[config.mk]
export PLATFORM = sky130hd
export DESIGN_NAME = mpsoc_sysid_arbiter
export DESIGN_NICKNAME = d
export VERILOG_FILES = /design/src/rtl/mpsoc_sysid_pkg.sv /design/src/rtl/rr_arbiter.sv /design/src/rtl/mpsoc_sysid_arbiter.sv
export SDC_FILE = /design/constraint.sdc
export NUM_CORES = 1
export LEC_CHECK = 0
export CAP_MARGIN = 0
export CORE_MARGIN = 8
export CORE_UTILIZATION = 25
export CTS_CLUSTER_SIZE = 28
export DETAILED_ROUTE_END_ITERATION = 8
export GPL_ROUTABILITY_DRIVEN = 0
export GPL_TIMING_DRIVEN = 0
export PLACE_DENSITY = 0.63
export RECOVER_POWER = 100
export SLEW_MARGIN = 25
export SYNTH_ARGS = -nofsm -noshare
export SYNTH_HDL_FRONTEND = slang
export SYNTH_SLANG_ARGS = --single-unit
[constraint.sdc]
create_clock -name clock -period 3.7 [get_ports clock]
set_input_delay 0.37 -clock clock [delete_from_list [all_inputs] [get_ports clock]]
set_output_delay 0.37 -clock clock [all_outputs]
set_load 0.02 [all_outputs]
[src/rtl/mpsoc_sysid_pkg.sv]
// rtl/mpsoc_sysid_pkg.sv - shared types and constants for the sysid arbiter
// Purpose: FSM state encoding, sysid slave word addresses and data width.
// Ports: none (package).
package mpsoc_sysid_pkg;

    localparam int DATA_W = 32;

    // Word addresses inside the sysid slave
    localparam logic SYSID_ADDR_ID = 1'b0;
    localparam logic SYSID_ADDR_TS = 1'b1;

    typedef enum logic [1:0] {
        BOOT_ID,
        BOOT_TS,
        IDLE,
        RESP
    } sysid_state_e;

endpackage

[src/rtl/rr_arbiter.sv]
// rtl/rr_arbiter.sv - combinational round-robin arbiter
// Purpose: picks the first requester after last_grant, wrapping modulo N.
// Ports:
//   req        - request vector, one bit per requester
//   last_grant - index of the previous winner (lowest priority this round)
//   grant      - one-hot winner, all zero when nobody requests
//   grant_idx  - index of the winner, zero when nobody requests
module rr_arbiter #(
    parameter int N = 4,
    localparam int IDX_W = (N > 1) ? $clog2(N) : 1
) (
    input  logic [N-1:0]     req,
    input  logic [IDX_W-1:0] last_grant,
    output logic [N-1:0]     grant,
    output logic [IDX_W-1:0] grant_idx
);

    int cand;

    // Walk offsets from farthest (last_grant itself) to nearest; the nearest
    // requester overwrites earlier hits, so it wins without a found flag.
    always_comb begin
        grant     = '0;
        grant_idx = '0;
        cand      = 0;
        for (int i = N; i >= 1; i--) begin
            cand = int'(last_grant) + i;
            if (cand >= N) begin
                cand = cand - N;
            end
            if (req[IDX_W'(cand)]) begin
                grant                = '0;
                grant[IDX_W'(cand)]  = 1'b1;
                grant_idx            = IDX_W'(cand);
            end
        end
    end

endmodule

[src/rtl/mpsoc_sysid_arbiter.sv]
// rtl/mpsoc_sysid_arbiter.sv - boot self-check and round-robin share of the sysid slave
// Purpose: after reset reads ID and timestamp words and checks them, then
//          serves one master read at a time in round-robin order.
// Ports:
//   clock, reset              - system clock, synchronous active-high reset
//   m_read, m_address         - per-master read request and word address
//   m_waitrequest, m_readdata - per-master wait (low one cycle on completion), shared data
//   s_address, s_readdata     - sysid slave address (registered) and combinational data
//   boot_done, id_ok, id_mismatch - sticky self-check result flags
//   proto_err                 - pulse when a granted master drops its request
module mpsoc_sysid_arbiter
    import mpsoc_sysid_pkg::*;
#(
    parameter int                NUM_MASTERS = 4,
    parameter logic [DATA_W-1:0] EXPECTED_ID = 32'h0000_0000,
    parameter logic [DATA_W-1:0] EXPECTED_TS = 32'd1766662155,
    parameter bit                CHECK_TS    = 1'b1
) (
    input  logic                   clock,
    input  logic                   reset,
    input  logic [NUM_MASTERS-1:0] m_read,
    input  logic [NUM_MASTERS-1:0] m_address,
    output logic [NUM_MASTERS-1:0] m_waitrequest,
    output logic [DATA_W-1:0]      m_readdata,
    output logic                   s_address,
    input  logic [DATA_W-1:0]      s_readdata,
    output logic                   boot_done,
    output logic                   id_ok,
    output logic                   id_mismatch,
    output logic                   proto_err
);

    localparam int IDX_W = $clog2(NUM_MASTERS);

    sysid_state_e     state_q, state_d;
    logic [IDX_W-1:0] last_grant_q, last_grant_d;
    logic [IDX_W-1:0] grant_q, grant_d;
    logic             s_address_q, s_address_d;
    logic             id_pass_q, id_pass_d;
    logic             boot_done_q, boot_done_d;
    logic             id_ok_q, id_ok_d;
    logic             id_mismatch_q, id_mismatch_d;
    logic             ts_pass;

    logic [NUM_MASTERS-1:0] arb_grant;
    logic [IDX_W-1:0]       arb_idx;

    rr_arbiter #(.N(NUM_MASTERS)) u_arb (
        .req        (m_read),
        .last_grant (last_grant_q),
        .grant      (arb_grant),
        .grant_idx  (arb_idx)
    );

    always_comb begin
        state_d       = state_q;
        last_grant_d  = last_grant_q;
        grant_d       = grant_q;
        s_address_d   = s_address_q;
        id_pass_d     = id_pass_q;
        boot_done_d   = boot_done_q;
        id_ok_d       = id_ok_q;
        id_mismatch_d = id_mismatch_q;
        ts_pass       = 1'b0;
        case (state_q)
            BOOT_ID: begin
                id_pass_d   = (s_readdata == EXPECTED_ID);
                s_address_d = SYSID_ADDR_TS;
                state_d     = BOOT_TS;
            end
            BOOT_TS: begin
                ts_pass       = (s_readdata == EXPECTED_TS) || !CHECK_TS;
                boot_done_d   = 1'b1;
                id_ok_d       = id_pass_q && ts_pass;
                id_mismatch_d = !(id_pass_q && ts_pass);
                state_d       = IDLE;
            end
            IDLE: begin
                if (|arb_grant) begin
                    grant_d      = arb_idx;
                    last_grant_d = arb_idx;
                    s_address_d  = m_address[arb_idx];
                    state_d      = RESP;
                end
            end
            RESP: begin
                state_d = IDLE;
            end
            default: begin
                state_d = BOOT_ID;
            end
        endcase
    end

    // Completion is decided in the RESP cycle itself from the live request;
    // reset suppresses it so an interrupted transfer never completes.
    always_comb begin
        m_waitrequest = '1;
        proto_err     = 1'b0;
        if (!reset && state_q == RESP) begin
            if (m_read[grant_q]) begin
                m_waitrequest[grant_q] = 1'b0;
            end else begin
                proto_err = 1'b1;
            end
        end
    end

    always_ff @(posedge clock) begin
        if (reset) begin
            state_q       <= BOOT_ID;
            last_grant_q  <= IDX_W'(NUM_MASTERS - 1);
            grant_q       <= '0;
            s_address_q   <= SYSID_ADDR_ID;
            id_pass_q     <= 1'b0;
            boot_done_q   <= 1'b0;
            id_ok_q       <= 1'b0;
            id_mismatch_q <= 1'b0;
        end else begin
            state_q       <= state_d;
            last_grant_q  <= last_grant_d;
            grant_q       <= grant_d;
            s_address_q   <= s_address_d;
            id_pass_q     <= id_pass_d;
            boot_done_q   <= boot_done_d;
            id_ok_q       <= id_ok_d;
            id_mismatch_q <= id_mismatch_d;
        end
    end

    assign m_readdata  = s_readdata;
    assign s_address   = s_address_q;
    assign boot_done   = boot_done_q;
    assign id_ok       = id_ok_q;
    assign id_mismatch = id_mismatch_q;

endmodule
==> summary.md, run 1 <==
| Metric | Value |
|---|---|
| Sequential share of the synthesized area | 16.1% |
| Critical path startpoint category | register |
| CTS buffer count | 3 |
| CP Launch Point | last_grant_q[0] |
| Nets | 303 |
| TritonCTS clock tree | done |
| Actual slew at the worst max-slew pin | 0.457 ns |
| Finished Core Util | 42.6% |
| Die extent in x | 90.0 um |
| Crit path to | grant_q[1] |
| FF-to-FF Start | last_grant_q[0] |
| Worst reg2reg path endpoint | grant_q[1] |
| Wirelength per Cell | 14.4 um |
| Initial antenna violation count | 0 |
| Drt first pass iters | 4 |
| Sequential Power Share | 19.8% |
| Port bufs | 80 |
| Full die area | 0.00811 mm^2 |
| F_max | 0.304 GHz |
| Total number of yosys warnings | 0 |
| Final Hold Vio Count | 0 |
| PostCTS Resize Cnt | 0 |
| WP data required | 3.84 ns |
| GRT Total Usage | 11.1% |
| P_int | 0.000563 W |
| Synth unique cells | 45 |
| Clock sinks | 11 |
| Max FO, Critical Path | 10 |
| Root buf cell | clkbuf_8 |
| Final wirelength | 4670 um |
| Tmin final | 3.29 ns |
| Worst reg-to-reg setup slack | 0.41 ns |
| CTS H-tree lvls | 1 |
| Max-cap violations | 0 |
| Sw frac | 44.6% |
| Post-synthesis register bit count | 11 |
| Psw | 0.000454 W |
| WP data arrival | 3.43 ns |
| Status | finished clean |
| Clock Latency Late Sink | 0.23 ns |
| Final setup viols | 0 |
| Crit-path cells | clkbuf_1, buf_2, inv_1, ha_1, mux4_2, nor3_2, o21ai_1, o32ai_4, nor2_1, a311oi_1 |
| DR vias | 1,498 |
| Drt drc | 0 |
| First-pass GRT wire length | 7560 um |
| Commonest cells after routing, fill and taps aside | dlygate4sd3_1 (43), clkdlybuf4s50_1 (37), buf_4 (32) |
| Vias in the first global route | 1,471 |
| Setup Buffers After CTS | 0 |
| Post-synthesis compound-gate area fraction | 16.8% |
| Post-Syn Area | 0.00137 mm^2 |
| Initial Utilization | 25.3% |
| Largest net degree at the start of global routing | 11 |
| Pins over their slew limit | 0 |
| # diodes | 0 |
| RSZ-0062 raised after global routing | no |
| Commonest non-fill, non-tap cell in the layout | dlygate4sd3_1 |
| Slowest CP cell | o32ai_4 |
| Post-synthesis xor/xnor area fraction | 0% |
| Clock Power Share | 11.7% |
| Hold Path Cell Cnt | 2 |
| Worst path max stage delay | 0.46 ns |
| Setup tns final | 0 ns |
| Period Utilization, post-route | 88.8% |
| Die Span Y | 90.0 um |
| GRT overflow | 0 |
| Clock Tree Buf Depth | 2 |
| Power Density | 441 mW/mm^2 |
| Hold_buf cts | 0 |
| Syn_nets | 218 |
| Post-synthesis cell count | 168 |
| WS Path Type | reg2reg |
| Critical Path End Type | register |
| Synth Area in Adders | 7.31% |
| Main combinational cell family by area after synthesis | simple AND/OR/NAND/NOR gates |
| Avg Synthesized Cell Area | 8.16 um^2 |
| Vias per inst | 4.62 |
| Routed Antenna Nets | 0 |
| Synth Area in Simple Gates | 25.9% |
| Ports | 83 |
| Relative slew slack | 69.5% |
| Worst VDD drop | 0.000271 V |
| Multiplexer share of the synthesized area | 12.8% |
| Area Growth Syn to Fin | 68.2% |
| Core box area | 0.00541 mm^2 |
| Worst min path class | reg2reg |
| Cell Rows | 27 |
| Logic pwr share | 68.5% |
| Worst-case reg-to-reg path depth | 10 |
| Leakage | 0.943 nW |
| Layout cells sized above 1 | 21.4% |
| Worst-path clk slew | 0.05 ns |
| Post-DP HPWL | 3960 um |
| 1st-iter DRT viols | 56 |
| Worst Skew | 0.00101 ns |
-- cells in the mapped netlist, drive strengths merged --
| cell type | instances | share of area, % |
|---|---|---|
| buf | 36 | 19 |
| nor2 | 17 | 4.7 |
| dfxtp | 11 | 16 |
| nand2 | 11 | 3.0 |
| nor4 | 9 | 4.1 |
| ha | 8 | 7.3 |
| nand3 | 6 | 2.2 |
| a21oi | 5 | 1.8 |
| inv | 5 | 1.4 |
| a211oi | 4 | 3.1 |
| mux2 | 4 | 3.3 |
| mux2i | 4 | 2.9 |
| mux4 | 4 | 6.6 |
| nand4 | 4 | 1.8 |
| nor2b | 4 | 1.8 |
| nor3 | 4 | 1.8 |
| o21ai | 4 | 1.5 |
| a21o | 2 | 1.1 |
| a31oi | 2 | 0.91 |
| nand2b | 2 | 0.91 |
| nand3b | 2 | 1.1 |
| o22ai | 2 | 0.91 |
| o31ai | 2 | 1.5 |
| or2 | 2 | 0.91 |
| or3b | 2 | 1.5 |
| a2bb2oi | 1 | 0.64 |
| a311oi | 1 | 0.64 |
| clkbuf | 1 | 0.27 |
| nor3b | 1 | 0.55 |
| o221a | 1 | 0.82 |
| o221ai | 1 | 0.64 |
| o22a | 1 | 0.64 |
| o2bb2ai | 1 | 0.64 |
| o32ai | 1 | 2.0 |
| or2b | 1 | 0.55 |
| or3 | 1 | 0.46 |
| or4 | 1 | 0.55 |
-- stage by stage --
step	hold WS, ns	total power (W)	instance area, um^2	setup slack (ns)	cells
final	0.452	0.00102	2300	0.414	324
after global routing	0.495	0.00110	2300	0.154	324
after CTS	0.449	0.00104	2310	0.513	324
after detailed placement	0.443	0.000915	2260	0.547	320
after global placement	0.438	0.000908	2260	0.554	320
after floorplan	0.423	0.000707	1370	0.967	168
-- worst min path at each step --
stage               from         to  slack [ns]
2_1_floorplan  id_pass_q  id_pass_q        0.42
5_1_grt        id_pass_q  id_pass_q        0.49
4_1_cts        id_pass_q  id_pass_q        0.45
3_3_place_gp   id_pass_q  id_pass_q        0.44
3_5_place_dp   id_pass_q  id_pass_q        0.44
6_report       id_pass_q  id_pass_q        0.45
-- power groups by stage --
stage	Sequential (W)	Combinational (W)	Clock (W)
2_1_floorplan	0.000199	0.000509	0
3_3_place_gp	0.000203	0.000705	0
3_5_place_dp	0.000203	0.000711	0
4_1_cts	0.000202	0.000714	0.000121
5_1_grt	0.000209	0.000757	0.000130
6_report	0.000202	0.000697	0.000119
-- cell families (layout without fill, tap and decap cells) --
| logic type | after synthesis | count (layout) |
|---|---|---|
| and+or+nand+nor | 67 | 67 |
| buffers and inverters | 42 | 126 |
| AOI/OAI and AO/OA | 28 | 28 |
| muxes | 12 | 12 |
| DFF | 11 | 11 |
| adders and majority gates | 8 | 8 |
-- flip-flops by register name, indices dropped and copies added (netlist names) --
signal and cells:
grant_q 2, last_grant_q 2, state_q 2, boot_done 1, id_mismatch 1, id_ok 1
id_pass_q 1, s_address 1
-- critical path: cells and delay by family, from the launching register on --
kind	cells	cell delay (ns)
flip-flops	1	0.43
buffers and inverters	3	0.74
AO/OA/AOI/OAI	3	0.87
multiplexers	1	0.42
AND/OR/NAND/NOR	2	0.29
adder cells (fa/ha/maj)	1	0.45
-- metal layers --
metal | share of wire (%) | global-route usage, % | up-vias | routed length [um]
met5 | 0 | 0 | - | 0
met4 | 0.51 | 2.91 | 0 | 24
met3 | 8.2 | 3.66 | 2 | 385
met2 | 39 | 15.8 | 84 | 1820
met1 | 52 | 15.3 | 658 | 2440
li1 | - | - | 754 | -
-- area by class of cell --
class                      instances  area [um^2]
buffer                            37          269
clock buffer                       4         45.0
fill                             535         3100
inverter                           5         18.8
multi-input combinational        115          861
sequential                        11          220
tap                               72         90.1
timing repair buffer              80          801
No activity file was read; power rests on OpenSTA's default activity.
==> run 2: changes to the inputs <==
==> constraint.sdc (replaced) <==
create_clock -name clock -period 3.7 [get_ports clock]
set_input_delay 0.37 -clock clock [delete_from_list [all_inputs] [get_ports clock]]
set_output_delay 0.37 -clock clock [all_outputs]
set_load 0.1 [all_outputs]
==> results of run 2 <==
Same layout as run 1 (identical final DEF). Status: finished clean.
Among the figures that moved: total power 0.00102 W -> 0.00119 W; worst IR drop on VDD 0.000271 V -> 0.000276 V
